<file path="src/rtl/mandel_pkg.sv">
// mandel_pkg: shared state type and coordinate/depth widths for the Mandelbrot
// frame scheduler.
package mandel_pkg;
   typedef enum logic [1:0] {IDLE, RUN, DRAIN} sched_state_t;
   localparam int COORD_X_W = 10;
   localparam int COORD_Y_W = 9;
   localparam int DEPTH_W   = 10;
   localparam int ITER_W    = 10;
endpackage

</file>
<file path="src/rtl/raster_counter.sv">
// raster_counter: x/y raster position that wraps at end of line and end of frame.
module raster_counter
   import mandel_pkg::*;
#(
   parameter int H_RES = 640,
   parameter int V_RES = 480
) (
   input  logic                 clk,
   input  logic                 rst_n,
   input  logic                 clr,
   input  logic                 inc,
   output logic [COORD_X_W-1:0] x,
   output logic [COORD_Y_W-1:0] y
);
   logic [COORD_X_W-1:0] x_q, x_d;
   logic [COORD_Y_W-1:0] y_q, y_d;
   logic                 x_last, y_last;

   assign x_last = x_q == COORD_X_W'(H_RES - 1);
   assign y_last = y_q == COORD_Y_W'(V_RES - 1);
   assign x      = x_q;
   assign y      = y_q;

   always_comb begin
      x_d = clr ? '0 : inc ? (x_last ? '0 : x_q + 1'b1) : x_q;
      y_d = clr ? '0 : inc && x_last ? (y_last ? '0 : y_q + 1'b1) : y_q;
   end

   always_ff @(posedge clk or negedge rst_n)
      if (!rst_n) begin
         x_q <= '0;
         y_q <= '0;
      end else begin
         x_q <= x_d;
         y_q <= y_d;
      end
endmodule

</file>
<file path="src/rtl/engine_scheduler.sv">
// engine_scheduler: walks the pixel raster, hands pixels round-robin to depth engines
// and re-serialises their results into a raster-ordered valid/ready pixel stream.
module engine_scheduler
   import mandel_pkg::*;
#(
   parameter int N_ENGINES   = 4,
   parameter int WORD_LENGTH = 32,
   parameter int FRAC        = 28,
   parameter int H_RES       = 640,
   parameter int V_RES       = 480
) (
   input  logic                             sysclk,
   input  logic                             reset_n,
   input  logic                             frame_start,
   input  logic [WORD_LENGTH-1:0]           re_base,
   input  logic [WORD_LENGTH-1:0]           im_base,
   input  logic [WORD_LENGTH-1:0]           step,
   input  logic [ITER_W-1:0]                max_iter,
   output logic [N_ENGINES-1:0]             eng_start,
   output logic [N_ENGINES*WORD_LENGTH-1:0] eng_re_c,
   output logic [N_ENGINES*WORD_LENGTH-1:0] eng_im_c,
   output logic [ITER_W-1:0]                eng_max_iter,
   input  logic [N_ENGINES-1:0]             eng_done,
   input  logic [N_ENGINES*DEPTH_W-1:0]     eng_depth,
   output logic                             pix_valid,
   input  logic                             pix_ready,
   output logic [COORD_X_W-1:0]             pix_x,
   output logic [COORD_Y_W-1:0]             pix_y,
   output logic [DEPTH_W-1:0]               pix_depth,
   output logic                             pix_sof,
   output logic                             pix_eol,
   output logic                             busy,
   output logic                             frame_done
);
   localparam int PTR_W = N_ENGINES > 1 ? $clog2(N_ENGINES) : 1;
   localparam logic [PTR_W-1:0] PTR_LAST = PTR_W'(N_ENGINES - 1);

   typedef logic [WORD_LENGTH-1:0] word_t;

   if (FRAC >= WORD_LENGTH) begin : g_frac_chk
      $error("FRAC must be smaller than WORD_LENGTH");
   end

   sched_state_t                      state_q, state_d;
   word_t                             re_base_q, re_base_d, im_base_q, im_base_d;
   word_t                             step_q, step_d, cur_re_q, cur_re_d, cur_im_q, cur_im_d;
   logic [ITER_W-1:0]                 max_iter_q, max_iter_d;
   logic [PTR_W-1:0]                  disp_ptr_q, disp_ptr_d, ret_ptr_q, ret_ptr_d;
   logic [N_ENGINES-1:0]              start_q, start_d, busy_q, busy_d, full_q, full_d, done_hit;
   word_t [N_ENGINES-1:0]             re_c_q, re_c_d, im_c_q, im_c_d;
   logic [N_ENGINES-1:0][DEPTH_W-1:0] slot_q, slot_d, depth_in;
   logic                              pix_valid_q, pix_valid_d, pix_sof_q, pix_sof_d;
   logic                              pix_eol_q, pix_eol_d, pix_last_q, pix_last_d;
   logic                              frame_done_q, frame_done_d;
   logic [COORD_X_W-1:0]              pix_x_q, pix_x_d, disp_x, ret_x;
   logic [COORD_Y_W-1:0]              pix_y_q, pix_y_d, disp_y, ret_y;
   logic [DEPTH_W-1:0]                pix_depth_q, pix_depth_d;
   logic                              frame_go, disp_go, ret_go, last_acc;
   logic                              disp_x_last, disp_y_last, ret_x_last, ret_y_last;

   raster_counter #(.H_RES(H_RES), .V_RES(V_RES)) u_disp_cnt (
      .clk(sysclk), .rst_n(reset_n), .clr(frame_go), .inc(disp_go), .x(disp_x), .y(disp_y)
   );

   raster_counter #(.H_RES(H_RES), .V_RES(V_RES)) u_ret_cnt (
      .clk(sysclk), .rst_n(reset_n), .clr(frame_go), .inc(ret_go), .x(ret_x), .y(ret_y)
   );

   assign disp_x_last = disp_x == COORD_X_W'(H_RES - 1);
   assign disp_y_last = disp_y == COORD_Y_W'(V_RES - 1);
   assign ret_x_last  = ret_x == COORD_X_W'(H_RES - 1);
   assign ret_y_last  = ret_y == COORD_Y_W'(V_RES - 1);
   assign depth_in    = eng_depth;
   assign done_hit    = busy_q & eng_done;
   assign frame_go    = state_q == IDLE && frame_start;
   // An engine whose start pulse is still in flight is not yet marked busy, so it is excluded too.
   assign disp_go     = state_q == RUN && !(start_q[disp_ptr_q] || busy_q[disp_ptr_q] || full_q[disp_ptr_q]);
   assign ret_go      = full_q[ret_ptr_q] && (!pix_valid_q || pix_ready);
   assign last_acc    = pix_valid_q && pix_ready && pix_last_q;

   always_comb begin
      state_d      = state_q;
      re_base_d    = re_base_q;
      im_base_d    = im_base_q;
      step_d       = step_q;
      max_iter_d   = max_iter_q;
      cur_re_d     = cur_re_q;
      cur_im_d     = cur_im_q;
      disp_ptr_d   = disp_ptr_q;
      ret_ptr_d    = ret_ptr_q;
      re_c_d       = re_c_q;
      im_c_d       = im_c_q;
      slot_d       = slot_q;
      start_d      = '0;
      busy_d       = (busy_q & ~done_hit) | start_q;
      full_d       = full_q | done_hit;
      pix_valid_d  = pix_valid_q;
      pix_x_d      = pix_x_q;
      pix_y_d      = pix_y_q;
      pix_depth_d  = pix_depth_q;
      pix_sof_d    = pix_sof_q;
      pix_eol_d    = pix_eol_q;
      pix_last_d   = pix_last_q;
      frame_done_d = state_q == DRAIN && last_acc;
      for (int k = 0; k < N_ENGINES; k++)
         slot_d[k] = done_hit[k] ? depth_in[k] : slot_q[k];
      if (frame_go) begin
         state_d    = RUN;
         re_base_d  = re_base;
         im_base_d  = im_base;
         step_d     = step;
         max_iter_d = max_iter;
         cur_re_d   = re_base;
         cur_im_d   = im_base;
         disp_ptr_d = '0;
         ret_ptr_d  = '0;
      end
      if (disp_go) begin
         start_d[disp_ptr_q] = 1'b1;
         re_c_d[disp_ptr_q]  = cur_re_q;
         im_c_d[disp_ptr_q]  = cur_im_q;
         cur_re_d            = disp_x_last ? re_base_q : cur_re_q + step_q;
         cur_im_d            = disp_x_last ? cur_im_q - step_q : cur_im_q;
         disp_ptr_d          = disp_ptr_q == PTR_LAST ? '0 : disp_ptr_q + 1'b1;
         state_d             = disp_x_last && disp_y_last ? DRAIN : state_d;
      end
      if (frame_done_d)
         state_d = IDLE;
      if (ret_go) begin
         full_d[ret_ptr_q] = 1'b0;
         ret_ptr_d         = ret_ptr_q == PTR_LAST ? '0 : ret_ptr_q + 1'b1;
         pix_valid_d       = 1'b1;
         pix_x_d           = ret_x;
         pix_y_d           = ret_y;
         pix_depth_d       = slot_q[ret_ptr_q];
         pix_sof_d         = ret_x == '0 && ret_y == '0;
         pix_eol_d         = ret_x_last;
         pix_last_d        = ret_x_last && ret_y_last;
      end else if (pix_ready) begin
         pix_valid_d = 1'b0;
      end
   end

   always_ff @(posedge sysclk or negedge reset_n)
      if (!reset_n) begin
         state_q      <= IDLE;
         re_base_q    <= '0;
         im_base_q    <= '0;
         step_q       <= '0;
         max_iter_q   <= '0;
         cur_re_q     <= '0;
         cur_im_q     <= '0;
         disp_ptr_q   <= '0;
         ret_ptr_q    <= '0;
         start_q      <= '0;
         busy_q       <= '0;
         full_q       <= '0;
         re_c_q       <= '0;
         im_c_q       <= '0;
         slot_q       <= '0;
         pix_valid_q  <= 1'b0;
         pix_x_q      <= '0;
         pix_y_q      <= '0;
         pix_depth_q  <= '0;
         pix_sof_q    <= 1'b0;
         pix_eol_q    <= 1'b0;
         pix_last_q   <= 1'b0;
         frame_done_q <= 1'b0;
      end else begin
         state_q      <= state_d;
         re_base_q    <= re_base_d;
         im_base_q    <= im_base_d;
         step_q       <= step_d;
         max_iter_q   <= max_iter_d;
         cur_re_q     <= cur_re_d;
         cur_im_q     <= cur_im_d;
         disp_ptr_q   <= disp_ptr_d;
         ret_ptr_q    <= ret_ptr_d;
         start_q      <= start_d;
         busy_q       <= busy_d;
         full_q       <= full_d;
         re_c_q       <= re_c_d;
         im_c_q       <= im_c_d;
         slot_q       <= slot_d;
         pix_valid_q  <= pix_valid_d;
         pix_x_q      <= pix_x_d;
         pix_y_q      <= pix_y_d;
         pix_depth_q  <= pix_depth_d;
         pix_sof_q    <= pix_sof_d;
         pix_eol_q    <= pix_eol_d;
         pix_last_q   <= pix_last_d;
         frame_done_q <= frame_done_d;
      end

   assign eng_start    = start_q;
   assign eng_re_c     = re_c_q;
   assign eng_im_c     = im_c_q;
   assign eng_max_iter = max_iter_q;
   assign pix_valid    = pix_valid_q;
   assign pix_x        = pix_x_q;
   assign pix_y        = pix_y_q;
   assign pix_depth    = pix_depth_q;
   assign pix_sof      = pix_sof_q;
   assign pix_eol      = pix_eol_q;
   assign busy         = state_q != IDLE;
   assign frame_done   = frame_done_q;
endmodule
</file>
<file path="config.mk">
export PLATFORM = sky130hd
export DESIGN_NAME = engine_scheduler
export DESIGN_NICKNAME = d
export VERILOG_FILES = /design/src/rtl/mandel_pkg.sv /design/src/rtl/raster_counter.sv /design/src/rtl/engine_scheduler.sv
export SDC_FILE = /design/constraint.sdc
export NUM_CORES = 1
export LEC_CHECK = 0
export BUFFER_PORTS_ARGS = -buffer_cell sky130_fd_sc_hd__buf_2
export CORE_UTILIZATION = 55
export CTS_CLUSTER_SIZE = 10
export DETAILED_ROUTE_END_ITERATION = 16
export GPL_TIMING_DRIVEN = 0
export HOLD_SLACK_MARGIN = 0.12
export MAX_ROUTING_LAYER = met4
export PLACE_DENSITY = 0.8
export SYNTH_ARGS = -nofsm -noshare
export SYNTH_HDL_FRONTEND = slang
export SYNTH_HIERARCHICAL = 1
export SYNTH_SLANG_ARGS = --single-unit
</file>
<file path="constraint.sdc">
create_clock -name sysclk -period 3.6 [get_ports sysclk]
set_input_delay 0.72 -clock sysclk [delete_from_list [all_inputs] [get_ports sysclk]]
set_output_delay 0.72 -clock sysclk [all_outputs]
set_load 0.01 [all_outputs]
</file>
# --- After elaboration in Yosys (flattened, before gate mapping) ---
# Cells that the tools add are included.
word_totals:
  regBits: 524
  latch_bits: 0
  ram_bits: 0
  romBits: 0
  input_bits: 154
  out_inout_bits: 304
  elab_cells: 140
  memories: 0
op_classes:
  addsub: 8
  n_mul: 0
  n_div: 0
  order_cmp: 4
  eq_ne: 9
  shift: 0
  muxes: 49
  bitwise: 7
  n_reduce_logical: 28
ops:
  columns: ["op", "n"]
  rows:
  - ["$bwmux W128", 2]
  - ["$mux W32", 7]
  - ["$mux W10", 7]
  - ["$demux W32 S2", 1]
  - ["$mux W9", 6]
  - ["$add A32 B32 Y32", 1]
  - ["$sub A32 B32 Y32", 1]
  - ["$add A10 B1 Y10 const B", 2]
  - ["$bmux W10 S2", 1]
  - ["$eq A10 B10 Y1 const B", 2]
  - ["$add A9 B1 Y9 const B", 2]
  - ["$eq A9 B9 Y1 const B", 2]
  - ["$mux W2", 9]
  - ["$logic_and A1 B1 Y1", 13]
  - ["$and A4 B4 Y4", 3]
  - ["$reduce_bool A2 Y1", 6]
  - ["$logic_not A10 Y1", 1]
  - ["$logic_not A9 Y1", 1]
  - ["$bmux W1 S2", 4]
  - ["$mux W1", 8]
  - ["$mux W4", 2]
  - ["$not A4 Y4", 2]
  - ["$or A4 B4 Y4", 2]
  - ["$eq A2 B2 Y1 const B", 3]
  - ["other kinds (10)", 17]

# --- Depth between registers and ports, before layout ---
logic_depth:
  ltp_word: 9
  mapped_depth: 13
  ltp_nobuf: 12

# --- Modules after synthesis ---
# Netlist, hierarchy kept.
modules_own_cells:
  columns: ["mod", "instances", "cells_each", "area_per_inst_um2", "seq_area_each_um2"]
  rows:
  - ["engine_scheduler", 1, 1956, 22525.4, 12161.7]
  - ["raster_counter", 2, 108, 1038.5, 475.5]

# --- Worst setup path before layout ---
# OpenSTA, ideal clock, no wires.
synth_timing:
  path_kind: "register to register"
  start: "reg disp_ptr_q[0]"
  end: "reg u_disp_cnt.y_q[7], in the netlist u_disp_cnt/y[7]"
  arrival_ns: 3.118
  path_slack_ns: 0.399
  path_stages_with_launch: 14
  path_cell_list: "dfrtp_1 > nor4_1 > nor3_1 > or3_1 > buf_6 > clkinv_4 > buf_2 > buf_1 > buf_2 > nand4bb_1 > or3_1 > clkbuf_2 > or4_1 > o21ai_0"
synth_between:
  elab_chain_len: 8
  elab_cells_between_ends: 12
  cone_classes: "6 x mux; 6 x reduce/logical"
synth_rtl:
  columns: ["item", "line", "rtl"]
  rows:
  - ["start, declared", "engine_scheduler.sv:48", "logic [PTR_W-1:0] disp_ptr_q, disp_ptr_d, ret_ptr_q, ret_ptr_d;"]
  - ["start signal, assigned", "engine_scheduler.sv:177", "disp_ptr_q <= disp_ptr_d;"]
  - ["$bmux W1 S2", "engine_scheduler.sv:77", "assign disp_go = state_q == RUN && !(start_q[disp_ptr_q] || busy_q[disp_ptr_q] || full_q[disp_ptr_q]);"]
  - ["$mux W1 (not written as such)", "engine_scheduler.sv:77", null]
  - ["$logic_or A1 B1 Y1", "engine_scheduler.sv:77", null]
  - ["$logic_or A1 B1 Y1 (*)", "engine_scheduler.sv:77", null]
  - ["$logic_not A1 Y1 (*)", "engine_scheduler.sv:77", null]
  - ["$logic_and A1 B1 Y1 (*)", "engine_scheduler.sv:77", null]
  - ["net disp_go", "engine_scheduler.sv:58", "logic frame_go, disp_go, ret_go, last_acc;"]
  - ["$logic_and A1 B1 Y1 (*)", "raster_counter.sv:26", "y_d = clr ? '0 : inc && x_last ? (y_last ? '0 : y_q + 1'b1) : y_q;"]
  - ["$reduce_bool A2 Y1 (no line) (*)", null, null]
  - ["end signal, assigned", "raster_counter.sv:35", "y_q <= y_d;"]
  - ["end, declared", "raster_counter.sv:16", "logic [COORD_Y_W-1:0] y_q, y_d;"]
# The timed path passes the listed nets; every way through them passes the cells marked *. The select of a mux whose other input is x is not followed.
# A chain may end at the register's enable or synchronous reset.

# --- Worst setup path in the final report ---
layout_timing:
  start: "reg disp_ptr_q[0]"
  end: "reg u_disp_cnt.y_q[7], in the netlist u_disp_cnt/y[7]"
layout_between:
  elab_chain_len: 8
  elab_cells_between_ends: 12
  cone_classes: "6 x mux; 6 x reduce/logical"
layout_rtl:
  columns: ["item", "line"]
  rows:
  - ["$bmux W1 S2", "engine_scheduler.sv:77"]
  - ["$mux W1 (not written as such)", "engine_scheduler.sv:77"]
  - ["$logic_or A1 B1 Y1", "engine_scheduler.sv:77"]
  - ["$logic_or A1 B1 Y1 (*)", "engine_scheduler.sv:77"]
  - ["$logic_not A1 Y1 (*)", "engine_scheduler.sv:77"]
  - ["$logic_and A1 B1 Y1 (*)", "engine_scheduler.sv:77"]
  - ["$logic_and A1 B1 Y1 (*)", "raster_counter.sv:26"]
  - ["$reduce_bool A2 Y1 (no line) (*)", null]
# Every way passes the cells marked *; elsewhere a longest branch is shown, timed or not. The select of a mux whose other input is x is not followed.

==> impl_metrics.csv <==
group,metric,value,unit
logic_synthesis,ys_warn_count,6,
die,dieArea,45600,sq um
die,fp-row-count,77,
place,dp_hpwl,55400,microns
worst_setup_path,cp-end-kind,"flop",
logic_synthesis,async_flop_share,100,%
logic_synthesis,synthTopCellsByArea,"dfrtp_1 53%, mux2_2 14%, nand2_1 5.5%, ha_1 3.8%, a21oi_1 2.3%",
clock_tree,clk_latency,0.62,ns
die,start_util,55.8,%
sta,maxSlewHeadroom,33.3,%
power,power_frac_seq,51.7,%
logic_synthesis,synth_area_per_cell,11.3,sq um
worst_hold_path,worstHoldPathType,"in2reg",
worst_setup_path,cp_top_family,"simple AND/OR/NAND/NOR gates",
worst_setup_path,cp.arrival,3.89,ns
power,p_clk_share,46.3,%
power,p_sw_share,21.3,%
global_routing,grt_util_met1,41.8,%
global_routing,grt_pass1_wl,115000,microns
die,core-area,44100,sq um
logic_synthesis,synth_seq_area_share,53.3,%
logic_synthesis,syn_nets,2402,
logic_synthesis,synth_area,24600,sq um
clock_tree,numCtsBuffers,59,
layout,syn_to_final_growth,19.7,%
logic_synthesis,ys.flop_type,"dfrtp_1",
global_routing,overflow,0,
global_routing,grtUsageTotal,34.2,%
die,ioPinCount,458,
flow_run,drv_cap,0,
drt,vias,19522,
sta,rsz0062_at_grt,"false",
sta,tns,0,ns
sta,finalCriticalPeriod,3.35,ns
run_status,outcome,"completed",
die,fp.dieH,214,microns
worst_setup_path,path_class,"reg2reg",
global_routing,top_usage_layer,"met2",
drt,drtIter0Drc,1588,
logic_synthesis,yosysTopAreaCell,"dfrtp_1",
clock_tree,clock-root-buffer,"clkbuf_16",
worst_setup_path,rr_worst_depth,11,
logic_synthesis,synth-seq-cells,524,
layout,final_net_count,2920,
sta,hold_viol_final,0,
layout,final_cells,3326,
worst_setup_path,crit_path_cell_trace,"nor4_1 -> nor3_1 -> or3_1 -> buf_6 -> clkinv_4 -> buf_2 -> nand4bb_1 -> or3_1 -> clkbuf_2 -> or4_1 -> o21ai_0",
power,powerDensity,387,nW/um^2
die,die_x,214,microns
logic_synthesis,synth.top_cells.by_count,"524 x dfrtp_1, 361 x nand2_1, 308 x mux2_2",
global_routing,grtUsageMet3,8.90,%
worst_setup_path,cpMostUsedCell,"or3_1",
clock_tree,ctsHtreeMaxLevel,2,
layout,drive_above_1_share,34.4,%
global_routing,antenna_found_initial,31,
place,gp_congestion,0.932,
worst_setup_path,rr_startpoint,"disp_ptr_q[0]",
power,switching_power,2.43,mW
sta,setup_viol,0,
global_routing,grt_start_max_net_pins,129,
sta,final-max-slew-violation-count,0,
clock_tree,clockBufferDepth,3,
drt,routed_wirelength,75600,microns
place,io_buffers,457,
worst_hold_path,whs_endpoint,"eng_max_iter[1]",
logic_synthesis,synth_cell_types,91,
sta,worst_pin_slew,0.993,ns
worst_hold_path,whs_path_depth,3,
drt,drc_errors,0,
power,ir_drop,0.403,mV
logic_synthesis,syn-instance-count,2172,
global_routing,grt_pass1_vias,19990,
clock_tree,cts.sinks,524,
worst_setup_path,cpMaxStageDelayCell,"dfrtp_2",
layout,regArea,13100,sq um
clock_tree,path_clk_slew,0.06,ns
worst_hold_path,worstHoldStart,"max_iter[1]",
drt,firstDrtPassIters,5,
worst_setup_path,worstPathMaxFanout,26,
worst_setup_path,reg2reg_slack,0.25,ns
worst_setup_path,start_kind,"flop",
sta,fmax,0.299,GHz
power,p_int,8.97,mW
worst_setup_path,path_buf_inv,4,
global_routing,grt_use_met2,54.0,%
worst_setup_path,r2r_end,"u_disp_cnt/y[7]",
power,p_comb_share,2.0,%
logic_synthesis,synth_edf_count,0,
power,leakage,15.8,nW
sta,min_period_over_period,93.0,%
worst_setup_path,max_stage_delay,0.50,ns
logic_synthesis,synth.most_common_cell,"dfrtp_1",
logic_synthesis,netlist.area_leader.share,53.3,%
drt,wl_per_cell,22.7,microns
worst_setup_path,critPathRequiredTime,4.14,ns
layout,multi_input_area,10800,sq um
clock_tree,cts_tree,"yes",
layout,fillerInstances,3313,
sta,skew,0.0279,ns
place,dp.cells,3225,
drt,vias_per_cell,5.87,
drt,ant_nets,0,
-- placed cells by master (no fill, tap or decap), types with 5 or more instances in the layout --
master	n
dfrtp_1	523
buf_2	470
nand2_1	361
mux2_2	308
a21oi_1	113
o21ai_0	92
nor2_1	75
ha_1	74
clkbuf_16	59
inv_1	56
clkbuf_1	54
xor2_1	34
diode_2	33
nor3_1	33
nand3_1	33
xnor2_1	31
a31oi_1	28
a21o_1	27
buf_4	25
and3_1	22
o31ai_1	18
nand4_1	17
nand2b_1	15
nor4_1	15
a211oi_1	15
nor2b_1	12
mux4_2	11
o21a_1	10
buf_1	8
mux2i_1	8
and2_1	7
a32oi_1	7
or3_1	6
nand3b_1	6
o211ai_1	6
nor4b_1	5
a221o_1	5
and4_1	5
o211a_1	5
clkbuf_8	5
-- state kept, by name, summed over array words and instances, names as in the netlist, 2 cells and up --
register      count
state_q           2
eng_im_c        128
u_ret_cnt/y       9
cur_re_q         32
u_ret_cnt/x      10
busy_q            4
cur_im_q         32
pix_x            10
disp_ptr_q        2
slot_q           40
step_q           32
eng_re_c        128
eng_start         4
u_disp_cnt/y      9
ret_ptr_q         2
eng_max_iter     10
pix_y             9
full_q            4
pix_depth        10
u_disp_cnt/x     10
re_base_q        32
-- worst max path at each step --
stage                                 end          start  cells past startpoint
after floorplan           u_disp_cnt/y[7]  disp_ptr_q[0]                     13
after global placement      eng_im_c[105]        reset_n                      1
after detailed placement  u_disp_cnt/y[7]  disp_ptr_q[0]                     13
after CTS                  u_ret_cnt/y[7]   ret_ptr_q[0]                     11
after global routing       u_ret_cnt/y[0]   ret_ptr_q[0]                     10
final                     u_disp_cnt/y[7]  disp_ptr_q[0]                     11
-- tightest hold or removal path: stages --
cell	delay, ns
buf_2	0.08
nand2_1	0.04
nand2_1	0.05
-- layer usage --
metal  share of wire, %  up-vias
met5                  0        -
met4                3.9        0
met3                8.3      180
met2                 48      803
met1                 40     9791
li1                   -     8748
-- power groups by stage --
stage / combinational (mW) / sequential [mW] / clock (mW)
after detailed placement: 0.234 / 6.00 / 0
after floorplan: 0.00797 / 6.00 / 0
final: 0.230 / 5.89 / 5.28
after CTS: 0.236 / 5.89 / 5.34
after global placement: 0.210 / 6.00 / 0
after global routing: 0.263 / 5.89 / 5.54
-- final cells by class --
| class | instances | share of cell area, % |
|---|---|---|
| Sequential cell | 524 | 44.5 |
| Multi-Input combinational cell | 1484 | 36.5 |
| Timing Repair Buffer | 462 | 8.21 |
| Clock buffer | 70 | 5.32 |
| Tap cell | 592 | 2.51 |
| Buffer | 100 | 1.74 |
| Inverter | 59 | 0.782 |
| Antenna cell | 33 | 0.280 |
| Clock inverter | 2 | 0.110 |
-- cells by family after synthesis --
group	synth area share (%)
AND/OR/NAND/NOR	12.0
flip-flops	53.3
AO/OA/AOI/OAI	9.97
multiplexers	15.4
buffers and inverters	3.05
adder cells (fa/ha/maj)	3.93
XOR/XNOR	2.31
-- timing repair --
action / 4_1_cts / 5_1_grt
setup endpoints to repair: 28 / 26
hold buffers: 1 / 0
buffers inserted: 0 / 0
resized for setup: 5 / 2
hold endpoints to repair: 34 / 0
pin swaps: 0 / 0
-- metrics by stage --
step                      worst slack, ns  area [sq um]  power [mW]  hold WS, ns  util, %
after global placement              -8.25         27600        6.21        0.453     62.6
final                               0.252         29500        11.4        0.298     66.7
after CTS                          0.0390         29400        11.5        0.273     66.6
after global routing               0.0443         29400        11.7        0.294     66.7
after floorplan                     0.399         24600        6.01        0.424        -
after detailed placement           -0.579         27800        6.23        0.458     62.9
(Power assumes the default switching activity.)
